$ cat src/rtl/pwm_duty_decoder.sv
// Recovers the duty code from an incoming PWM waveform by measuring its high time and period.
// A constant input is reported as stuck after TIMEOUT ticks without an edge.
module pwm_duty_decoder #(
  parameter int unsigned CNT_W      = 8,
  parameter int unsigned PERIOD_NOM = 100,
  parameter int unsigned PERIOD_TOL = 5,
  parameter int unsigned TIMEOUT    = 200,
  parameter int unsigned TH1        = 20,
  parameter int unsigned TH2        = 55,
  parameter int unsigned TH3        = 83
) (
  input  logic             i_1Mhz_clk,
  input  logic             i_rst_n,
  input  logic             i_pwm_in,
  output logic [CNT_W-1:0] o_high_cnt,
  output logic [CNT_W-1:0] o_period,
  output logic [1:0]       o_duty_code,
  output logic             o_valid,
  output logic             o_period_err,
  output logic             o_stuck
);

  typedef enum logic [1:0] {StIdle, StHigh, StLow} state_e;

  localparam logic [CNT_W-1:0] CntMax   = '1;
  localparam logic [CNT_W-1:0] CntOne   = CNT_W'(1);
  localparam logic [CNT_W-1:0] PerMin   = CNT_W'(PERIOD_NOM - PERIOD_TOL);
  localparam logic [CNT_W-1:0] PerMax   = CNT_W'(PERIOD_NOM + PERIOD_TOL);
  localparam logic [CNT_W-1:0] IdleLast = CNT_W'(TIMEOUT - 1);
  localparam logic [CNT_W-1:0] Th1      = CNT_W'(TH1);
  localparam logic [CNT_W-1:0] Th2      = CNT_W'(TH2);
  localparam logic [CNT_W-1:0] Th3      = CNT_W'(TH3);

  function automatic logic [CNT_W-1:0] sat_inc(input logic [CNT_W-1:0] v);
    return (v == CntMax) ? v : v + CntOne;
  endfunction

  function automatic logic [1:0] duty_code(input logic [CNT_W-1:0] h);
    if (h < Th1)      return 2'd0;
    else if (h < Th2) return 2'd1;
    else if (h < Th3) return 2'd2;
    else              return 2'd3;
  endfunction

  logic             sync_q, s_q, s_dly_q;
  logic             rise, fall, edge_det, timeout;
  state_e           state_q, state_d;
  logic [CNT_W-1:0] period_q, period_d;
  logic [CNT_W-1:0] high_q, high_d;
  logic [CNT_W-1:0] idle_q, idle_d;
  logic [CNT_W-1:0] out_high_q, out_high_d;
  logic [CNT_W-1:0] out_period_q, out_period_d;
  logic [1:0]       out_code_q, out_code_d;
  logic             valid_q, valid_d;
  logic             err_q, err_d;
  logic             stuck_q, stuck_d;

  assign rise     = s_q & ~s_dly_q;
  assign fall     = ~s_q & s_dly_q;
  assign edge_det = rise | fall;
  assign timeout  = ~edge_det && (idle_q == IdleLast);

  always_ff @(posedge i_1Mhz_clk or negedge i_rst_n) begin
    if (!i_rst_n) begin
      sync_q       <= 1'b0;
      s_q          <= 1'b0;
      s_dly_q      <= 1'b0;
      state_q      <= StIdle;
      period_q     <= '0;
      high_q       <= '0;
      idle_q       <= '0;
      out_high_q   <= '0;
      out_period_q <= '0;
      out_code_q   <= 2'd0;
      valid_q      <= 1'b0;
      err_q        <= 1'b0;
      stuck_q      <= 1'b0;
    end else begin
      sync_q       <= i_pwm_in;
      s_q          <= sync_q;
      s_dly_q      <= s_q;
      state_q      <= state_d;
      period_q     <= period_d;
      high_q       <= high_d;
      idle_q       <= idle_d;
      out_high_q   <= out_high_d;
      out_period_q <= out_period_d;
      out_code_q   <= out_code_d;
      valid_q      <= valid_d;
      err_q        <= err_d;
      stuck_q      <= stuck_d;
    end
  end

  always_comb begin
    state_d      = state_q;
    period_d     = sat_inc(period_q);
    high_d       = high_q;
    idle_d       = idle_q + CntOne;
    out_high_d   = out_high_q;
    out_period_d = out_period_q;
    out_code_d   = out_code_q;
    valid_d      = 1'b0;
    err_d        = err_q;
    stuck_d      = stuck_q;

    // The fall cycle itself is not high time.
    if (state_q == StHigh && !fall) high_d = sat_inc(high_q);
    if (edge_det) idle_d = '0;

    if (rise) begin
      // Publish uses the counts accumulated up to this rise, then both counters restart.
      if (state_q == StLow) begin
        out_high_d   = high_q;
        out_period_d = period_q;
        out_code_d   = duty_code(high_q);
        err_d        = (period_q < PerMin) || (period_q > PerMax);
        stuck_d      = 1'b0;
        valid_d      = 1'b1;
      end
      period_d = CntOne;
      high_d   = CntOne;
      state_d  = StHigh;
    end else if (fall) begin
      if (state_q == StHigh) state_d = StLow;
    end else if (timeout) begin
      out_high_d   = s_q ? CntMax : '0;
      out_period_d = '0;
      out_code_d   = s_q ? 2'd3 : 2'd0;
      err_d        = 1'b0;
      stuck_d      = 1'b1;
      valid_d      = 1'b1;
      idle_d       = '0;
      state_d      = StIdle;
    end
  end

  assign o_high_cnt   = out_high_q;
  assign o_period     = out_period_q;
  assign o_duty_code  = out_code_q;
  assign o_valid      = valid_q;
  assign o_period_err = err_q;
  assign o_stuck      = stuck_q;

endmodule

$ cat config.mk
export PLATFORM = sky130hd
export DESIGN_NAME = pwm_duty_decoder
export DESIGN_NICKNAME = d
export VERILOG_FILES = /design/src/rtl/pwm_duty_decoder.sv
export SDC_FILE = /design/constraint.sdc
export NUM_CORES = 1
export LEC_CHECK = 0
export ABC_AREA = 0
export CAP_MARGIN = 20
export CORE_UTILIZATION = 55
export DETAILED_ROUTE_END_ITERATION = 16
export PLACE_DENSITY = 0.84
export SYNTH_ARGS = -nofsm -noshare
export SYNTH_HDL_FRONTEND = slang
export SYNTH_SLANG_ARGS = --single-unit
$ cat constraint.sdc
create_clock -name i_1Mhz_clk -period 2.67 [get_ports i_1Mhz_clk]
set_clock_uncertainty 0.15 [all_clocks]
set_input_delay 0.534 -clock i_1Mhz_clk [delete_from_list [all_inputs] [get_ports i_1Mhz_clk]]
set_output_delay 0.534 -clock i_1Mhz_clk [all_outputs]
set_load 0.02 [all_outputs]
==> reports/qor.log, run 1 <==
INFO  layout         seq_area=1250um^2
INFO  clocking       cts.sink_count=50
INFO  critical_path  startpoint=idle_q[0]
INFO  detailed_routing route.antenna.remaining_nets=0
INFO  critical_path  crit_slowest_cell=sky130_fd_sc_hd__or4_4
INFO  layout         drive_above_1_share=12.6%
INFO  synth          ys_dominant_reg_cell=sky130_fd_sc_hd__dfrtp_1
INFO  sta            final_max_slew_viol_count=0
INFO  global_routing grt_start_max_net_pins=51
INFO  detailed_routing routed_wire_length_per_instance=13.0um
INFO  sta            grt_setup_unrepaired=false
INFO  clocking       cts_setup_buffers=0
INFO  critical_path  worst-setup-path-type=register to register
INFO  power          powerDensity=773nW/um^2
INFO  sta            max_freq=0.443GHz
INFO  critical_path  crit_family=simple AND/OR/NAND/NOR gates
INFO  detailed_routing postRouteWirelength=4180um
INFO  floorplanning  ioPinCount=24
INFO  sta            setup_viol=0
INFO  clocking       htree_num_levels=2
INFO  sta            final-hold-violation-count=0
INFO  sta            tns=0ps
INFO  place          detailedPlace.worstSlack=417ps
INFO  synth          synthesis.area=2500um^2
INFO  synth          yosys_warnings=0
INFO  floorplanning  full_die_area=4830um^2
INFO  synth          synthDistinctLibCells=46
INFO  synth          synth.avg_cell_area=10.3um^2
INFO  sta            slew_headroom=60.1%
INFO  sta            worst_slew_pin_slew=599ps
INFO  synth          synthCells=244
INFO  critical_path  required=2720ps
INFO  place          cell_total_after_placement=314
INFO  floorplanning  fp.dieH=69.5um
INFO  min_path       worstHoldPathType=input port to async pin
INFO  power          power.static_leakage=1.33nW
INFO  synth          synth.net_count=255
INFO  layout         insertedDiodeCount=0
INFO  detailed_routing via_per_inst=5.53
INFO  detailed_routing route.vias.total=1,781
INFO  clocking       clk_transition_reported_paths=90ps
INFO  critical_path  worst_path_largest_cell_delay=520ps
INFO  power          power.ir.vdd_worst=0.395mV
INFO  global_routing grt.overflow.total=0
INFO  detailed_routing remaining_drc_errors=0
INFO  detailed_routing drt_first_pass_iters=4
INFO  global_routing grt_pass1_vias=1,628
INFO  synth          synth-seq-area-share=50.0%
INFO  layout         fillers=321
INFO  floorplanning  row_count=24
INFO  critical_path  timing.critical_path.cells=ha_1 > nand4b_1 > or4_4 > o21ba_1 > buf_4 > mux2_4
INFO  critical_path  timing.critical_path.arrival=2310ps
INFO  synth          synth-edff-count=0
INFO  sta            period_minus_slack=2260ps
INFO  clocking       number_of_buffers_between_clock_root_and_the_deepest_sink=2
INFO  clocking       ctsHoldBuffers=0
INFO  clocking       postCtsResizedCells=0
INFO  clocking       tritoncts=yes
INFO  floorplanning  initial_utilization=57.5%
INFO  flow_run       max-cap-violations=0
INFO  sta            layout_worst_path_cycle_share=84.6%
INFO  critical_path  r2r-start=idle_q[0]
INFO  layout         area.growth.synth_to_final=15.6%
INFO  place          port_buffers=23
INFO  layout         final_area=2900um^2
INFO  clocking       clockRootBuffer=sky130_fd_sc_hd__clkbuf_8
INFO  critical_path  path_buf_inv=1
INFO  synth          postSynthRegisterBits=50
INFO  detailed_routing drt_iter0_drc=125
INFO  sta            worst_slack=411ps
INFO  clocking       worstSkewPairLatency=310ps
INFO  layout         multi_input_comb_area=1160um^2
INFO  outcome        run_status=finished clean
INFO  floorplanning  core_area=4350um^2
INFO  critical_path  crit_fanout=20
INFO  global_routing global_route.usage.total=19.2%
INFO  clocking       tritoncts.num_buffers=5
INFO  global_routing antenna_found_initial=0
INFO  synth          asyncSetResetFlopFracSynth=100%
INFO  place          gpl.final_weighted_congestion=0.784
INFO  layout         final_nets=280
INFO  floorplanning  width_of_the_chip=69.5um
INFO  place          dpl_cell_area=2790um^2
INFO  critical_path  critical_path.startpoint_type=register
INFO  layout         instances_no_fill=322
INFO  global_routing first_pass_grt_wire_length=7230um
INFO  critical_path  cp-end-kind=register
INFO  place          half_perimeter_wire_length_after_placement=2950um
[metal layers]
layer / global-route usage [%] / routed length [um]
met5: 0 / 0
met4: 8.39 / 72
met2: 29.4 / 1920
met3: 5.38 / 203
met1: 25.4 / 1980
[logic make-up after synthesis]
logic type               after synthesis  synth area share (%)
adder cells (fa/ha/maj)                8                  4.00
flip-flops                            50                  50.0
multiplexers                          14                  7.50
AND/OR/NAND/NOR                       98                  18.4
AO/OA/AOI/OAI                         41                  12.4
XOR/XNOR                              12                  4.20
buffers and inverters                 21                  3.50
[placed cells by master, fill, tap and decap left out, types with 2 or more instances in the layout]
cell,count
sky130_fd_sc_hd__o21ai_0,4
sky130_fd_sc_hd__a21oi_1,8
sky130_fd_sc_hd__nor3_1,7
sky130_fd_sc_hd__ha_1,8
sky130_fd_sc_hd__and3_1,4
sky130_fd_sc_hd__nand2b_1,4
sky130_fd_sc_hd__xor2_1,7
sky130_fd_sc_hd__o311ai_0,2
sky130_fd_sc_hd__dfrtp_1,50
sky130_fd_sc_hd__o31ai_1,4
sky130_fd_sc_hd__nor2b_1,2
sky130_fd_sc_hd__mux2_4,9
sky130_fd_sc_hd__a21boi_0,2
sky130_fd_sc_hd__clkdlybuf4s50_1,22
sky130_fd_sc_hd__nand3_1,14
sky130_fd_sc_hd__clkbuf_8,5
sky130_fd_sc_hd__buf_4,6
sky130_fd_sc_hd__nand2_1,31
sky130_fd_sc_hd__a211oi_1,2
sky130_fd_sc_hd__nor2_1,26
sky130_fd_sc_hd__mux2i_1,3
sky130_fd_sc_hd__a21bo_2,8
sky130_fd_sc_hd__mux2_2,2
sky130_fd_sc_hd__clkbuf_1,2
sky130_fd_sc_hd__xnor2_1,5
sky130_fd_sc_hd__o2111ai_1,2
sky130_fd_sc_hd__inv_1,10
[sequential cells by signal, summed over array words and instances, names as in the netlist]
| signal | flops |
|---|---|
| high_q | 8 |
| idle_q | 8 |
| o_high_cnt | 8 |
| o_period | 8 |
| period_q | 8 |
| o_duty_code | 2 |
| state_q | 2 |
| o_period_err | 1 |
| o_stuck | 1 |
| o_valid | 1 |
| s_dly_q | 1 |
| s_q | 1 |
| sync_q | 1 |
[area by class of cell]
type                       count  share of cell area (%)
clock inverter                 1                    1.04
multi-input combinational    173                    40.2
tap                           52                    2.25
clock buffer                   7                    2.64
inverter                      10                    1.30
sequential                    50                    43.2
timing repair buffer          29                    9.33
[synthesized netlist by cell type, types with 3 or more instances]
| cell | count | area, um^2 |
|---|---|---|
| sky130_fd_sc_hd__a21bo_2 | 8 | 80.1 |
| sky130_fd_sc_hd__ha_1 | 8 | 100 |
| sky130_fd_sc_hd__mux2i_1 | 3 | 30.0 |
| sky130_fd_sc_hd__nand3_1 | 14 | 70.1 |
| sky130_fd_sc_hd__nor3_1 | 7 | 35.0 |
| sky130_fd_sc_hd__nand2_1 | 31 | 116 |
| sky130_fd_sc_hd__and3_1 | 4 | 25.0 |
| sky130_fd_sc_hd__dfrtp_1 | 50 | 1250 |
| sky130_fd_sc_hd__a21oi_1 | 8 | 40.0 |
| sky130_fd_sc_hd__o21ai_0 | 4 | 20.0 |
| sky130_fd_sc_hd__mux2_4 | 9 | 135 |
| sky130_fd_sc_hd__nor2_1 | 26 | 97.6 |
| sky130_fd_sc_hd__o31ai_1 | 4 | 30.0 |
| sky130_fd_sc_hd__inv_1 | 10 | 37.5 |
| sky130_fd_sc_hd__clkbuf_1 | 7 | 26.3 |
| sky130_fd_sc_hd__nand2b_1 | 4 | 25.0 |
| sky130_fd_sc_hd__xor2_1 | 7 | 61.3 |
| sky130_fd_sc_hd__xnor2_1 | 5 | 43.8 |
[power breakdown]
part           internal (W)  total [W]  switching [W]
logic              0.000357   0.000666       0.000309
registers          0.000909    0.00105       0.000146
clock network      0.000280   0.000516       0.000235
total               0.00155    0.00224       0.000690
[metrics by stage]
| step | total power [W] | hold slack [ps] | utilization [%] |
|---|---|---|---|
| 2_1_floorplan | 0.00146 | 88.4 | - |
| 3_3_place_gp | 0.00172 | 186 | 64.1 |
| 3_5_place_dp | 0.00174 | 191 | 64.1 |
| 4_1_cts | 0.00226 | 180 | 66.5 |
| 5_1_grt | 0.00238 | 212 | 66.5 |
| 6_report | 0.00224 | 167 | 66.5 |
[path summary, 6_finish.rpt]
check	endpoint	slack, ps	cells past startpoint
max	o_high_cnt[5]	410	6
min	o_period[3]	170	2
min in group i_1Mhz_clk	s_q	210	0
min reg2reg	s_q	210	0
max reg2reg	o_high_cnt[5]	410	6
max in group asynchronous	high_q[1]	1800	2
(Power assumes the default switching activity.)
==> run 2, diff against run 1 <==
Clock period 2.67 ns to 2.11 ns, I/O delays scaled along.
==> run 2 against run 1 <==
  * Die area did not move
  * Critical path type unchanged
  * Worst setup slack got worse by 390 ps
  * Sequential share of layout area fell by 2.9 points
  * Largest power group unchanged
  * Sequential power rose by 27%
  * Sequential cell count did not move
  * Utilization rose by 4.8 points
  * Non-clock buffer count rose by 19
  * Highest routed layer unchanged
  * Design area rose by 7.2%
  * Clock power rose by 11%
  * Cell count rose by 6.5%
==> reports/qor.log, run 2 (synthesis gave the netlist of run 1 again) <==
INFO  sta            final-hold-violation-count=0
INFO  floorplanning  full_die_area=4830um^2
INFO  sta            layout_worst_path_cycle_share=99.0%
INFO  detailed_routing route.vias.total=1,964
INFO  sta            max_freq=0.479GHz
INFO  critical_path  worst-setup-path-type=register to register
INFO  detailed_routing drt_iter0_drc=200
INFO  detailed_routing via_per_inst=5.73
INFO  clocking       worstSkewPairLatency=310ps
INFO  min_path       worstHoldPathType=register to register
INFO  clocking       cts.sink_count=50
INFO  critical_path  cp-end-kind=register
INFO  power          p_sw_share=32.7%
INFO  place          port_buffers=23
INFO  detailed_routing routed_wire_length_per_instance=15.5um
INFO  power          power.static_leakage=1.44nW
INFO  floorplanning  initial_utilization=57.5%
INFO  sta            period_minus_slack=2090ps
INFO  critical_path  timing.critical_path.arrival=2140ps
INFO  floorplanning  row_count=24
INFO  detailed_routing drt_first_pass_iters=4
INFO  power          share_seq_of_total_power=46.8%
INFO  power          clkPwrFrac=20.1%
INFO  layout         final_area=3100um^2
INFO  critical_path  crit_fanout=5
INFO  layout         final_cell_mix=50 x sky130_fd_sc_hd__dfrtp_1, 31 x sky130_fd_sc_hd__nand2_1, 26 x sky130_fd_sc_hd__nor2_1
INFO  power          pwr-share-comb=33.1%
INFO  clocking       number_of_buffers_between_clock_root_and_the_deepest_sink=2
INFO  layout         layout.core_utilization=71.3%
INFO  critical_path  worst-r2r-cell-count=5
INFO  min_path       min_path_cells=0
INFO  global_routing global_route.usage.total=24.5%
INFO  flow_run       max-cap-violations=0
INFO  sta            worst_slew_pin_slew=461ps
INFO  global_routing grt_start_max_net_pins=28
INFO  critical_path  critical_path.startpoint_type=register
INFO  sta            tns=0ps
INFO  sta            final_max_slew_viol_count=0
INFO  clocking       tritoncts=yes
INFO  critical_path  required=2160ps
INFO  sta            setup_viol=0
INFO  floorplanning  width_of_the_chip=69.5um
INFO  clocking       tritoncts.num_buffers=5
INFO  floorplanning  fp.dieH=69.5um
INFO  power          report.power.total=0.00285W
INFO  clocking       clk_transition_reported_paths=90ps
INFO  sta            grt_setup_unrepaired=true
INFO  power          power.ir.vdd_worst=0.573mV
INFO  detailed_routing remaining_drc_errors=0
INFO  power          power.internal=0.00192W
INFO  layout         fillers=305
INFO  layout         area.growth.synth_to_final=24.0%
INFO  layout         insertedDiodeCount=0
INFO  global_routing grt.overflow.total=0
INFO  sta            slew_headroom=69.3%
INFO  clocking       clockRootBuffer=sky130_fd_sc_hd__clkbuf_8
INFO  detailed_routing postRouteWirelength=5320um
INFO  place          half_perimeter_wire_length_after_placement=3450um
INFO  layout         layout_commonest_cell=sky130_fd_sc_hd__dfrtp_1
INFO  floorplanning  ioPinCount=24
INFO  outcome        run_status=finished clean
INFO  power          p_switching=0.000933W
INFO  detailed_routing route.antenna.remaining_nets=0
INFO  global_routing first_pass_grt_wire_length=9150um
INFO  global_routing grt_pass1_vias=1,931
INFO  layout         drive_above_1_share=20.6%
INFO  place          detailedPlace.worstSlack=-29.8ps
INFO  floorplanning  core_area=4350um^2
INFO  place          gpl.final_weighted_congestion=0.797
INFO  power          powerDensity=919nW/um^2
INFO  sta            worst_slack=21.9ps
INFO  global_routing antenna_found_initial=0
INFO  clocking       htree_num_levels=2
INFO  layout         final_nets=301
INFO  critical_path  ff2ff_setup_slack=20ps
INFO  place          dpl_cell_area=2920um^2
run 2: changes by cell type in the layout (fill, tap and decap cells not counted), sizes merged:
cell / previous run / this run
buf: 7 / 25
bufinv: 1 / 0
clkinv: 0 / 1
dlygate4sd3: 0 / 1
o21ba: 1 / 3
run 2: worst paths after layout:
| kind | from | end |
|---|---|---|
| max reg2reg | idle_q[1] | o_high_cnt[3] |
| max | idle_q[1] | o_high_cnt[3] |
| min reg2reg | sync_q | s_q |
| min in group asynchronous | i_rst_n | o_period_err |
| max in group asynchronous | i_rst_n | idle_q[7] |
| min | sync_q | s_q |
run 2: layout make-up:
class | count | area (um^2) | share of cell area, %
Timing Repair Buffer | 48 | 428 | 13.8
Clock inverter | 1 | 5.00 | 0.161
Sequential cell | 50 | 1250 | 40.3
Inverter | 10 | 37.5 | 1.21
Clock buffer | 7 | 86.3 | 2.78
Multi-Input combinational cell | 175 | 1230 | 39.7
Tap cell | 52 | 65.1 | 2.10
run 2: timing repair:
action                                  in CTS  in global routing
buffers inserted                             5                  0
pin swaps                                    2                  1
gates cloned                                 2                  0
resized for setup                            3                  5
endpoints found under the setup margin       9                 30
hold buffers                                 1                  0
endpoints found under the hold margin       18                  0
run 2: metal layers:
layer,global-route usage [%],vias to the layer above,share of wire (%),routed length (um)
met5,0,-,0,0
met1,31.6,963,44,2330
met4,9.30,0,2.5,133
met3,6.40,12,4.2,222
li1,-,936,-,-
met2,39.6,53,49,2630
run 2: stage by stage:
step	cells	hold slack (ps)
after CTS	343	207
after global placement	328	185
after global routing	343	209
final	343	205
after floorplan	244	-23.6
after detailed placement	328	187
run 2: power by group through the flow:
| stage | logic [W] | clock network [W] | registers, W |
|---|---|---|---|
| floorplan | 0.000403 | 0 | 0.00145 |
| global placement | 0.000897 | 0 | 0.00133 |
| detailed placement | 0.000928 | 0 | 0.00134 |
| CTS | 0.000941 | 0.000579 | 0.00133 |
| global route | 0.00103 | 0.000625 | 0.00137 |
| finish | 0.000945 | 0.000574 | 0.00133 |
run 2: worst max-delay path: stages (launching register included):
cell	delay, ps
sky130_fd_sc_hd__dfrtp_1	370
sky130_fd_sc_hd__ha_2	190
sky130_fd_sc_hd__nand4b_1	140
sky130_fd_sc_hd__or4_4	560
sky130_fd_sc_hd__o21ba_4	270
sky130_fd_sc_hd__mux2_4	300
